$ cat config.mk
export PLATFORM = sky130hd
export DESIGN_NAME = deserializer
export DESIGN_NICKNAME = d
export VERILOG_FILES = /design/src/rtl/deserializer.sv
export SDC_FILE = /design/constraint.sdc
export NUM_CORES = 1
export LEC_CHECK = 0
export ABC_AREA = 1
export CAP_MARGIN = 20
export CORE_MARGIN = 4
export CORE_UTILIZATION = 48
export DETAILED_ROUTE_END_ITERATION = 8
export PLACE_DENSITY = 0.87
export SETUP_SLACK_MARGIN = 0.02
export SLEW_MARGIN = 20
export SYNTH_ARGS = -nofsm -noshare
export SYNTH_HDL_FRONTEND = slang
export SYNTH_SLANG_ARGS = --single-unit
export TNS_END_PERCENT = 10
$ cat constraint.sdc
create_clock -name clock -period 1.6 [get_ports clock]
set_input_delay 0.4 -clock clock [delete_from_list [all_inputs] [get_ports clock]]
set_output_delay 0.4 -clock clock [all_outputs]
set_load 0.01 [all_outputs]
$ cat src/rtl/deserializer.sv
// rtl/deserializer.sv - serial-to-parallel word assembler with downstream queue handshake
//
// Optional feature macro: DESERIALIZER_PARITY_EN
//   undefined : 8-bit words, parity_err_out tied low
//   defined   : 8 data bits followed by one even-parity bit; bad words are dropped
//
// Word flow: RECV collects bits MSB-first, HOLD waits for queue space,
// PUSH emits a single enqueue strobe, ACK_WAIT holds data_ready_out until ack.
// All outputs are registered and updated together with the state.

module deserializer (
  input  logic       clock,
  input  logic       reset,
  input  logic       data_in,
  input  logic       write_in,
  input  logic       ack_in,
  input  logic [7:0] queue_len_in,
  output logic       status_out,
  output logic [7:0] data_out,
  output logic       enq_out,
  output logic       data_ready_out,
  output logic       parity_err_out
);

  typedef enum logic [1:0] {
    RECV     = 2'd0,
    HOLD     = 2'd1,
    PUSH     = 2'd2,
    ACK_WAIT = 2'd3
  } state_t;

  // Index of the final serial bit of a word (counter value when it arrives).
`ifdef DESERIALIZER_PARITY_EN
  localparam logic [3:0] LAST_BIT = 4'd8;
`else
  localparam logic [3:0] LAST_BIT = 4'd7;
`endif

  // Downstream queue depth; occupancy at or above this means full.
  localparam logic [7:0] QUEUE_DEPTH = 8'd8;

  state_t     state;
  logic [7:0] shift_reg;
  logic [3:0] bit_count;
  logic [7:0] shift_next;
  logic       queue_has_room;
  logic       last_bit;

  // Next shift-register value: new bit enters at the LSB so the first bit ends in bit 7.
  assign shift_next     = {shift_reg[6:0], data_in};
  assign queue_has_room = (queue_len_in < QUEUE_DEPTH);
  assign last_bit       = (bit_count == LAST_BIT);

  // Single state machine owning all state and registered outputs.
  always_ff @(posedge clock) begin
    if (reset) begin
      state          <= RECV;
      shift_reg      <= 8'h00;
      bit_count      <= 4'd0;
      data_out       <= 8'h00;
      status_out     <= 1'b1;
      enq_out        <= 1'b0;
      data_ready_out <= 1'b0;
      parity_err_out <= 1'b0;
    end else begin
      // Strobes default low so each is a single-cycle pulse.
      enq_out        <= 1'b0;
      parity_err_out <= 1'b0;

      case (state)
        RECV: begin
          // Idle cycles (write_in low) leave everything untouched; no timeout.
          if (write_in) begin
            if (last_bit) begin
`ifdef DESERIALIZER_PARITY_EN
              // Final bit is even parity over the 8 data bits already shifted in.
              if ((^shift_reg ^ data_in) == 1'b0) begin
                data_out   <= shift_reg;
                bit_count  <= bit_count + 4'd1;
                state      <= HOLD;
                status_out <= 1'b0;
              end else begin
                // Bad word: drop it and start over, keeping the last good data_out.
                parity_err_out <= 1'b1;
                shift_reg      <= 8'h00;
                bit_count      <= 4'd0;
              end
`else
              shift_reg  <= shift_next;
              data_out   <= shift_next;
              bit_count  <= bit_count + 4'd1;
              state      <= HOLD;
              status_out <= 1'b0;
`endif
            end else begin
              shift_reg <= shift_next;
              bit_count <= bit_count + 4'd1;
            end
          end
        end

        HOLD: begin
          // Serial bits are dropped here; wait for the downstream queue to have room.
          if (queue_has_room) begin
            state   <= PUSH;
            enq_out <= 1'b1;
          end
        end

        PUSH: begin
          // Enqueue strobe lasts this one cycle; ack here is too early and ignored.
          state          <= ACK_WAIT;
          data_ready_out <= 1'b1;
        end

        ACK_WAIT: begin
          // data_out is retained after ack; only the next completed word replaces it.
          if (ack_in) begin
            state          <= RECV;
            data_ready_out <= 1'b0;
            status_out     <= 1'b1;
            bit_count      <= 4'd0;
            shift_reg      <= 8'h00;
          end
        end

        default: begin
          state          <= RECV;
          status_out     <= 1'b1;
          data_ready_out <= 1'b0;
          bit_count      <= 4'd0;
          shift_reg      <= 8'h00;
        end
      endcase
    end
  end

endmodule

==> results of run 1 <==
==> cell usage after synthesis <==
cell,instances
sky130_fd_sc_hd__nor3_1,1
sky130_fd_sc_hd__nand3_2,2
sky130_fd_sc_hd__inv_1,18
sky130_fd_sc_hd__a21oi_1,20
sky130_fd_sc_hd__conb_1,1
sky130_fd_sc_hd__buf_2,1
sky130_fd_sc_hd__a21oi_2,1
sky130_fd_sc_hd__buf_4,2
sky130_fd_sc_hd__o21ai_0,17
sky130_fd_sc_hd__inv_2,1
sky130_fd_sc_hd__buf_6,2
sky130_fd_sc_hd__nor2_1,17
sky130_fd_sc_hd__nand2_2,1
sky130_fd_sc_hd__clkbuf_1,1
sky130_fd_sc_hd__ha_1,6
sky130_fd_sc_hd__nand3_1,9
sky130_fd_sc_hd__nand2_1,18
sky130_fd_sc_hd__dfxtp_1,24
sky130_fd_sc_hd__nor3b_1,1
sky130_fd_sc_hd__nor2_4,1
==> layer usage <==
layer	track usage	part of all wire	vias up
li1	-	-	508
met1	0.177	0.41	469
met2	0.264	0.50	39
met3	0.0255	0.063	10
met4	0.0508	0.024	0
met5	0	0	-
==> cell type report <==
cell class / count / area, µm²
Clock buffer: 4 / 36.3
Fill cell: 194 / 773
Inverter: 19 / 71.3
Multi-Input combinational cell: 96 / 554
Sequential cell: 24 / 483
Tap cell: 28 / 35.0
Timing Repair Buffer: 25 / 238
==> what timing repair did <==
action,in CTS,in global routing
buffers inserted,0,0
gates resized for setup,13,8
hold buffers,0,0
pin swaps,0,2
cloned,0,1
endpoints found under the setup margin,20,23
==> per-stage QoR <==
| stage | hold WS [ns] | utilization | area [µm²] |
|---|---|---|---|
| after global placement | 0.440 | 0.610 | 1340 |
| after detailed placement | 0.462 | 0.610 | 1340 |
| after global routing | 0.501 | 0.647 | 1420 |
| final | 0.480 | 0.647 | 1420 |
| after floorplan | 0.438 | - | 1100 |
| after CTS | 0.481 | 0.629 | 1380 |
==> worst paths after layout <==
path / depth (start not counted) / startpoint / endpoint
setup / recovery: 1 / enq_out / enq_out
hold / removal: 2 / shift_reg[6] / shift_reg[6]
setup reg to reg: 9 / state[0] / bit_count[3]
hold reg to reg: 2 / shift_reg[6] / shift_reg[6]
==> tightest hold or removal path, delay by kind of cell, from the launching register on <==
kind	cells	cell delay [ns]
DFF	1	0.33
AOI/OAI and AO/OA	1	0.06
and+or+nand+nor	1	0.06
==> cells by family after synthesis <==
group	count (synthesis)	share of synthesized area
AOI/OAI and AO/OA	38	0.177
DFF	24	0.438
buffers and inverters	25	0.107
adders and majority gates	6	0.0684
other	1	0.00342
and+or+nand+nor	50	0.206
==> power by group through the flow <==
stage | registers (mW) | clock network, mW | logic (mW)
CTS | 0.819 | 0.323 | 0.967
finish | 0.843 | 0.309 | 1.11
global placement | 0.822 | 0 | 0.857
global route | 0.853 | 0.343 | 1.24
floorplan | 0.827 | 0 | 0.684
detailed placement | 0.834 | 0 | 0.922
==> implementation parameters, run 1 <==
Parameter                              Value

Synth
  Largest area contributor in the synthesized netlist ... sky130_fd_sc_hd__dfxtp_1
  Register bit total from synthesis ... 24
  Per-instance average area after synthesis ... approximately 7.6 µm²
  Number of nets in the synthesized netlist ... 163
  Count of yosys warnings during synthesis ... 0
  Seq/Total Area, Yosys ... 0.438
  Count of cell types in the netlist ... 20
  Synth top area cells ... sky130_fd_sc_hd__dfxtp_1, sky130_fd_sc_hd__a21oi_1, sky130_fd_sc_hd__o21ai_0
  Gate Count Post-Synth ... between 100 and 150
  Area share of the largest cell type after synthesis ... 0.438
  Post-synth design cell area ... around 1100 µm²

Detailed routing
  Number of design rule violations left after detail routing ... 0
  Post-Route WL ... between 2 and 3 mm
  Drt pass-1 iters ... 4
  Average wire per standard cell ... about 13 µm
  Vias per inst ... between 5 and 6
  Starting DRC count in detailed routing ... 35
  Vias after detailed routing ... around 1000
  Count of antenna-violating nets left after detailed routing ... 0

Place
  Estimated wirelength of the detail-placed design ... between 1.5 and 2 mm
  Number of buffer cells added on primary ports ... 20
  Placer Congestion ... a little under 0.8
  Worst setup slack before clock tree synthesis ... -0.145 ns
  Placed Instances ... about 190

Layout
  Commonest cells after routing, fill and taps aside ... sky130_fd_sc_hd__dfxtp_1, sky130_fd_sc_hd__a21oi_1, sky130_fd_sc_hd__inv_1
  Fraction of final layout cells with drive strength greater than 1 ... 0.131
  # diodes ... 0
  Final Instance Count excl. Fillers ... ~200
  Most common cell after layout, fill and taps aside ... sky130_fd_sc_hd__dfxtp_1
  Final layout net count ... 188
  Flip-flop count of the largest register, all copies and words added ... 8
  Layout overhead on the synthesized area ... 29.2%

Setup path
  Biggest fanout along the worst timing path ... 1
  CP required ... between 1 and 1.5 ns
  Internal reg-to-reg setup slack ... around 0.11 ns
  Startpoint kind of the worst setup timing path ... register
  Crit-path cells ... clkdlybuf4s50_1
  Bufs and invs on worst path ... 1
  Cell family contributing the most delay on the critical path ... buffers and inverters
  Worst-path cell with the longest stage delay ... sky130_fd_sc_hd__clkdlybuf4s50_1
  Type of the worst setup path ... reg2out
  Worst EP arrival ... 1.15 ns
  Delay contributed by the slowest stage of the critical path ... 0.52 ns
  Type of element capturing the critical path ... output pin

STA
  Time the worst path needs with I/O delays and setup ... roughly 1.6 ns
  Total Neg Setup Slack ... 0 ns
  Final worst path period share ... 0.969
  Setup slack after layout ... 0.0490 ns
  Setup repair after global routing missed its margin ... yes
  Final slew viol count ... 0
  Final Skew ... just under 0.0008 ns
  Final Hold Viols ... 0
  Achievable Freq ... ~640 MHz
  Final setup violation count ... 0

GRT
  Global route total overflow ... 0
  Antenna violations before repair ... 0
  Overall routing resource usage ... 0.147
  Via count of the first global-routing pass ... 930
  Wire length of the first global-routing pass ... about 3.8 mm
  Maximum number of pins on one net before global-route repair ... 21

Clock tree
  Clock latency on the worst-skew pair ... around 0.3 ns
  CTS tree ... yes
  CTS Root Buffer Type ... sky130_fd_sc_hd__clkbuf_4
  Level count of the clock H-tree ... 1
  Largest buffer count on any clock path ... 2
  Clock buffers created by TritonCTS ... 3
  CTS sink count ... 24
  Reg clk slew, reported paths ... roughly 0.12 ns

Pwr
  Fraction of power consumed by sequential logic ... 0.372
  Cell-internal power ... 1.31 mW
  Net switching fraction of the power ... 0.420
  Net switching power figure ... 949 µW
  Share of total power in the clock network ... 0.137
  Combinational cell fraction of total power ... 0.491
  P_leak ... 0.633 nW
  Total power ... 2.26 mW
  Worst voltage drop across the vdd grid ... about 1.1 mV
  Areal power density over the cells ... ~1600 nW/µm²

Floorplanning
  I/O Pins ... 25
  Effective utilization at floorplan ... 0.501
  Die area ... roughly 3100 µm²
  Die height ... ~56 µm
  Placeable core area ... between 2000 and 2500 µm²
  Floorplan die width ... between 50 and 60 µm
  Cell row count ... 17

Run status
  Run status ... completed

Job
  Max-cap violations ... 0

Worst hold path
  Class of the worst hold path ... reg2reg
No activity file was read; power rests on OpenSTA's default activity.
==> inputs of run 2 (changes only) <==
- TNS_END_PERCENT: 10 -> unset
==> implementation parameters, run 2 (same netlist as run 1, synthesis figures left out) <==
Parameter                              Value

Clock tree
  Largest buffer count on any clock path ... 2 (unchanged)
  Level count of the clock H-tree ... 1 (unchanged)
  CTS sink count ... 24 (unchanged)
  Clock buffers created by TritonCTS ... 3 (unchanged)
  CTS tree ... yes
  Clock latency on the worst-skew pair ... 0.30 ns (about the same)
  # Post-CTS Setup Buffers ... 0 (unchanged)
  Reg clk slew, reported paths ... 0.12 ns (about the same)
  CTS Root Buffer Type ... sky130_fd_sc_hd__clkbuf_4

Layout
  Final Instance Count excl. Fillers ... 196 (unchanged)
  Most common cell after layout, fill and taps aside ... sky130_fd_sc_hd__dfxtp_1
  Post-route cell area ... 1420 µm² (+0.18%)
  Fill cell instance count of the final layout ... 194 (unchanged)
  Commonest cells after routing, fill and taps aside ... sky130_fd_sc_hd__dfxtp_1, sky130_fd_sc_hd__a21oi_1, sky130_fd_sc_hd__inv_1
  Flip-flop count of the largest register, all copies and words added ... 8 (unchanged)
  Fraction of final layout cells with drive strength greater than 1 ... 0.131 (unchanged)
  Util after Layout ... 0.648 (+0.00114)
  # diodes ... 0 (unchanged)
  Final layout net count ... 188 (unchanged)
  Layout overhead on the synthesized area ... 29.4%

Place
  Number of buffer cells added on primary ports ... 20 (unchanged)
  Placer Congestion ... 0.787 (unchanged)
  Placed Instances ... 191 (unchanged)
  Cell area after placement ... 1340 µm² (unchanged)
  Estimated wirelength of the detail-placed design ... 1.72 mm (unchanged)

Setup path
  Worst EP arrival ... 1.70 ns (+0.55 ns)
  End point of the critical path ... bit_count[3]
  CP Depth ... 9 (+8)
  Startpoint kind of the worst setup timing path ... register
  Type of the worst setup path ... reg2reg
  Launch instance of the worst register-to-register path ... state[0]
  Number of cell instances on the worst register-to-register path ... 9 (unchanged)
  Biggest fanout along the worst timing path ... 8 (+7)
  Type of element capturing the critical path ... register
  Crit-path cells ... inv_1, ha_4, inv_1, nand2_2, nand3_4, inv_2, nand3_1, nand2_1, nor2_1
  Delay contributed by the slowest stage of the critical path ... 0.37 ns (-0.15 ns)
  Worst-path cell with the longest stage delay ... sky130_fd_sc_hd__dfxtp_2
  Crit Reg-Reg Endpoint ... bit_count[3]
  Cell family contributing the most delay on the critical path ... simple AND/OR/NAND/NOR gates
  Setup crit start ... state[0]
  Bufs and invs on worst path ... 3 (+2)
  Internal reg-to-reg setup slack ... 0.11 ns (about the same)
  Cell with the most instances on the worst path ... sky130_fd_sc_hd__inv_1
  CP required ... 1.81 ns (+0.61 ns)

Detailed routing
  Vias per inst ... 5.23 (unchanged)
  Starting DRC count in detailed routing ... 35 (unchanged)
  Drt pass-1 iters ... 4 (unchanged)
  Post-Route WL ... 2.53 mm (about the same)
  Average wire per standard cell ... 12.9 µm (about the same)
  Vias after detailed routing ... 1026 (unchanged)
  Number of design rule violations left after detail routing ... 0 (unchanged)
  Count of antenna-violating nets left after detailed routing ... 0 (unchanged)

GRT
  Global route total overflow ... 0 (unchanged)
  Antenna violations before repair ... 0 (unchanged)
  Wire length of the first global-routing pass ... 3.82 mm (-0.18%)
  Overall routing resource usage ... 0.148 (+0.000480)
  Maximum number of pins on one net before global-route repair ... 21 (unchanged)
  Via count of the first global-routing pass ... 929 (-0.11%)

Floorplanning
  Effective utilization at floorplan ... 0.501 (unchanged)
  Cell row count ... 17 (unchanged)
  Floorplan die width ... 55.8 µm (unchanged)
  Die area ... 3110 µm² (unchanged)
  Placeable core area ... 2190 µm² (unchanged)
  Die height ... 55.8 µm (unchanged)
  I/O Pins ... 25 (unchanged)

Worst hold path
  Class of the worst hold path ... reg2reg

STA
  Final Skew ... 0.000737 ns (-0.0000377 ns)
  Final Hold Viols ... 0 (unchanged)
  Final worst path period share ... 0.932 (-0.0369)
  Total Neg Setup Slack ... 0 ns (unchanged)
  Time the worst path needs with I/O delays and setup ... 1.49 ns (-0.0590 ns)
  Setup repair after global routing missed its margin ... no
  Final setup violation count ... 0 (unchanged)
  Final slew viol count ... 0 (unchanged)
  Achievable Freq ... 670 MHz (+4.0%)

Pwr
  Areal power density over the cells ... 1590 nW/µm² (-0.18%)
  P_leak ... 0.652 nW (+3.0%)
  Worst voltage drop across the vdd grid ... 1.06 mV (about the same)

Run status
  Run status ... completed

Job
  Max-cap violations ... 0 (unchanged)
run 2: changes by cell type in the layout (fill, tap and decap cells not counted):
cell / delta
sky130_fd_sc_hd__clkdlybuf4s50_1: -1
sky130_fd_sc_hd__dlymetal6s2s_1: +1
run 2: where the power goes:
part,internal [mW],switching (mW),total [mW]
clock,0.139,0.170,0.309
sequential,0.741,0.101,0.843
combinational,0.433,0.678,1.11
run 2: what timing repair did:
action / 4_1_cts / 5_1_grt
pin swaps: 0 / 2
resized for setup: 11 / 11
hold buffers: 0 / 0
cloned: 0 / 1
endpoints found under the setup margin: 20 / 22
run 2: layer usage:
metal,GRT usage,vias up,share of wire
met2,0.264,39,0.50
met5,0,-,0
met3,0.0255,10,0.060
met1,0.178,469,0.42
met4,0.0508,0,0.024
li1,-,508,-
run 2: final cells by class:
cell class / instances / area [µm²] / share of cell area
Multi-Input combinational cell: 96 / 554 / 0.390
Tap cell: 28 / 35.0 / 0.0247
Inverter: 19 / 71.3 / 0.0502
Sequential cell: 24 / 483 / 0.340
Timing Repair Buffer: 25 / 240 / 0.169
Clock buffer: 4 / 36.3 / 0.0256
run 2: worst reg2reg max path: cells and delay by family (launching register included):
| family | cells | cell delay (ns) |
|---|---|---|
| AND/OR/NAND/NOR | 5 | 0.51 |
| buffers and inverters | 3 | 0.32 |
| flip-flops | 1 | 0.37 |
| adder cells (fa/ha/maj) | 1 | 0.20 |
run 2: worst min-delay path by stage:
stage	start	end	depth (start not counted)
2_1_floorplan	shift_reg[6]	shift_reg[6]	2
3_3_place_gp	status_out	status_out	2
3_5_place_dp	shift_reg[6]	shift_reg[6]	2
4_1_cts	shift_reg[6]	shift_reg[6]	2
5_1_grt	shift_reg[6]	shift_reg[6]	2
6_report	shift_reg[6]	shift_reg[6]	2
run 2: through the flow:
stage          setup WS (ns)  hold WS, ns  power [mW]
6_report               0.108        0.480        2.26
5_1_grt               0.0192        0.501        2.43
4_1_cts              0.00380        0.481        2.08
3_5_place_dp          -0.145        0.462        1.76
3_3_place_gp         -0.0918        0.440        1.68
2_1_floorplan          0.285        0.438        1.51
==> inputs of run 3 (changes only) <==
- CORE_UTILIZATION: 48 -> 51
- CTS_BUF_LIST: unset -> sky130_fd_sc_hd__clkbuf_8
- PLACE_DENSITY: 0.87 -> 0.91
==> implementation parameters, run 3 (same netlist as run 1, synthesis figures left out) <==
Parameter                              Value

STA
  Final setup violation count ... 0 (unchanged)
  Achievable Freq ... 645 MHz (-3.7%)
  Total Neg Setup Slack ... 0 ns (unchanged)
  Final worst path period share ... 0.968 (+0.0358)
  Final Hold Viols ... 0 (unchanged)
  Final Skew ... 0.00679 ns (+0.00606 ns)
  Final slew viol count ... 0 (unchanged)
  Time the worst path needs with I/O delays and setup ... 1.55 ns (+0.0573 ns)

Floorplanning
  Effective utilization at floorplan ... 0.548 (+0.0473)
  Cell row count ... 16 (-1)
  Die height ... 54.4 µm (-2.6%)
  Die area ... 2960 µm² (-5.0%)
  I/O Pins ... 25 (unchanged)
  Placeable core area ... 2000 µm² (-8.6%)
  Floorplan die width ... 54.4 µm (-2.6%)

Pwr
  Share of total power in the clock network ... 0.216 (+0.079)
  Areal power density over the cells ... 1630 nW/µm² (+2.2%)
  Net switching fraction of the power ... 0.380 (-0.0394)
  P_leak ... 0.710 nW (+8.9%)
  Cell-internal power ... 1.52 mW (+16%)
  Fraction of power consumed by sequential logic ... 0.336 (-0.036)
  Combinational cell fraction of total power ... 0.448 (-0.043)
  Net switching power figure ... 931 µW (-1.9%)
  Worst voltage drop across the vdd grid ... 1.13 mV (+6.6%)

Detailed routing
  Number of design rule violations left after detail routing ... 0 (unchanged)
  Wire length on met2 ... 1.17 mm (-7.1%)
  Post-Route WL ... 2.41 mm (-4.7%)
  Vias after detailed routing ... 1033 (+0.68%)
  Count of antenna-violating nets left after detailed routing ... 0 (unchanged)
  Amount of wire on met3 after detailed routing ... 122 µm (-20%)
  Highest metal layer with signal wires ... met4
  Vias per inst ... 5.17 (-1.3%)
  Average wire per standard cell ... 12.1 µm (-6.6%)
  Starting DRC count in detailed routing ... 30 (-14%)
  WL met1 ... 1.04 mm (-0.85%)
  Drt pass-1 iters ... 4 (unchanged)

Place
  Cell area after placement ... 1390 µm² (+3.7%)
  Placer Congestion ... 0.776 (-1.4%)
  Placed Instances ... 195 (+2.1%)
  Number of buffer cells added on primary ports ... 20 (unchanged)
  Estimated wirelength of the detail-placed design ... 1.66 mm (-3.3%)

Layout
  Most common cell after layout, fill and taps aside ... sky130_fd_sc_hd__dfxtp_1
  Flip-flop count of the largest register, all copies and words added ... 8 (unchanged)
  Final layout net count ... 193 (+2.7%)
  Fill cell instance count of the final layout ... 131 (-32%)
  Commonest cells after routing, fill and taps aside ... sky130_fd_sc_hd__dfxtp_1, sky130_fd_sc_hd__a21oi_1, sky130_fd_sc_hd__inv_1
  Fraction of final layout cells with drive strength greater than 1 ... 0.150 (+0.0193)
  Register area ... 482 µm² (-0.26%)
  Layout overhead on the synthesized area ... 37.1%
  Area of combinational cells with multiple inputs ... 534 µm² (-3.6%)
  Final Instance Count excl. Fillers ... 200 (+2.0%)
  Post-route cell area ... 1500 µm² (+5.9%)
  # diodes ... 0 (unchanged)

Setup path
  Worst-path cell with the longest stage delay ... sky130_fd_sc_hd__clkdlybuf4s50_1
  CP required ... 1.20 ns (-0.61 ns)
  Crit-path cells ... clkdlybuf4s50_1
  Biggest fanout along the worst timing path ... 2 (-6)
  Cell family contributing the most delay on the critical path ... buffers and inverters
  Startpoint kind of the worst setup timing path ... register
  Type of element capturing the critical path ... output pin
  Worst EP arrival ... 1.15 ns (-0.55 ns)
  Type of the worst setup path ... reg2out
  Delay contributed by the slowest stage of the critical path ... 0.54 ns (+0.17 ns)
  Bufs and invs on worst path ... 1 (-2)

Clock tree
  Reg clk slew, reported paths ... 0.09 ns (-0.03 ns)
  CTS sink count ... 24 (unchanged)
  Count of hold-fix buffers inserted at cts ... 0 (unchanged)
  Clock latency on the worst-skew pair ... 0.27 ns (-0.03 ns)
  Clock buffers created by TritonCTS ... 3 (unchanged)
  Level count of the clock H-tree ... 1 (unchanged)
  CTS Root Buffer Type ... sky130_fd_sc_hd__clkbuf_8
  Largest buffer count on any clock path ... 2 (unchanged)
  # Post-CTS Setup Buffers ... 0 (unchanged)
  CTS tree ... yes

GRT
  Maximum number of pins on one net before global-route repair ... 21 (unchanged)
  Global route total overflow ... 0 (unchanged)
  Overall routing resource usage ... 0.178 (+0.0297)
  Via count of the first global-routing pass ... 950 (+2.3%)
  Wire length of the first global-routing pass ... 3.77 mm (-1.3%)
  Antenna violations before repair ... 0 (unchanged)

Run status
  Run status ... completed

Job
  Max-cap violations ... 0 (unchanged)

Worst hold path
  Class of the worst hold path ... reg2reg
-- run 3: cell count changes in the layout (fill, tap and decap cells not counted), moves of 2 or more --
cell and delta:
sky130_fd_sc_hd__clkdlybuf4s50_1 +5, sky130_fd_sc_hd__buf_4 +4, sky130_fd_sc_hd__dlymetal6s2s_1 +4, sky130_fd_sc_hd__ha_4 -2
sky130_fd_sc_hd__clkbuf_8 +2, sky130_fd_sc_hd__ha_2 +2, sky130_fd_sc_hd__dlygate4sd2_1 -9, sky130_fd_sc_hd__clkbuf_4 -3
-- run 3: layout make-up --
cell class / count / share of cell area
inverter: 19 / 0.0474
sequential: 24 / 0.320
clock inverter: 1 / 0.0200
multi-input combinational: 96 / 0.355
clock buffer: 3 / 0.0275
tap: 27 / 0.0225
timing repair buffer: 30 / 0.207
-- run 3: path summary, 6_finish.rpt --
kind         cells past startpoint          end   startpoint  slack [ns]
max                              1  data_out[2]  data_out[2]        0.05
min                              2   status_out   status_out        0.47
max reg2reg                      8     state[1]     state[0]        0.14
min reg2reg                      2   status_out   status_out        0.47
-- run 3: worst min-delay path, delay by kind of cell (launching register included) --
family	cells	cell delay, ns
and+or+nand+nor	2	0.10
DFF	1	0.34
-- run 3: what timing repair did --
item,4_1_cts,5_1_grt
cloned,0,1
resized for setup,2,11
setup endpoints to repair,4,15
pin swaps,0,1
endpoints found under the hold margin,0,0
-- run 3: power groups by stage --
stage / combinational [mW] / sequential, mW / clock [mW]
2_1_floorplan: 0.684 / 0.827 / 0
3_3_place_gp: 0.894 / 0.822 / 0
3_5_place_dp: 0.956 / 0.832 / 0
4_1_cts: 0.981 / 0.818 / 0.532
5_1_grt: 1.24 / 0.840 / 0.560
6_report: 1.10 / 0.823 / 0.528
-- run 3: per-layer routing --
metal  track usage  up-vias
met2         0.307       31
met1         0.199      473
met5             0        -
li1              -      520
met3        0.0354        9
met4         0.108        0
-- run 3: stage by stage --
step	power, mW	setup WS, ns	hold slack [ns]	utilization
after floorplan	1.51	0.285	0.438	-
after detailed placement	1.79	-0.177	0.453	0.692
final	2.45	0.0507	0.467	0.751
after global placement	1.72	-0.136	0.440	0.692
after global routing	2.64	-0.0155	0.493	0.751
after CTS	2.33	0.0364	0.475	0.731
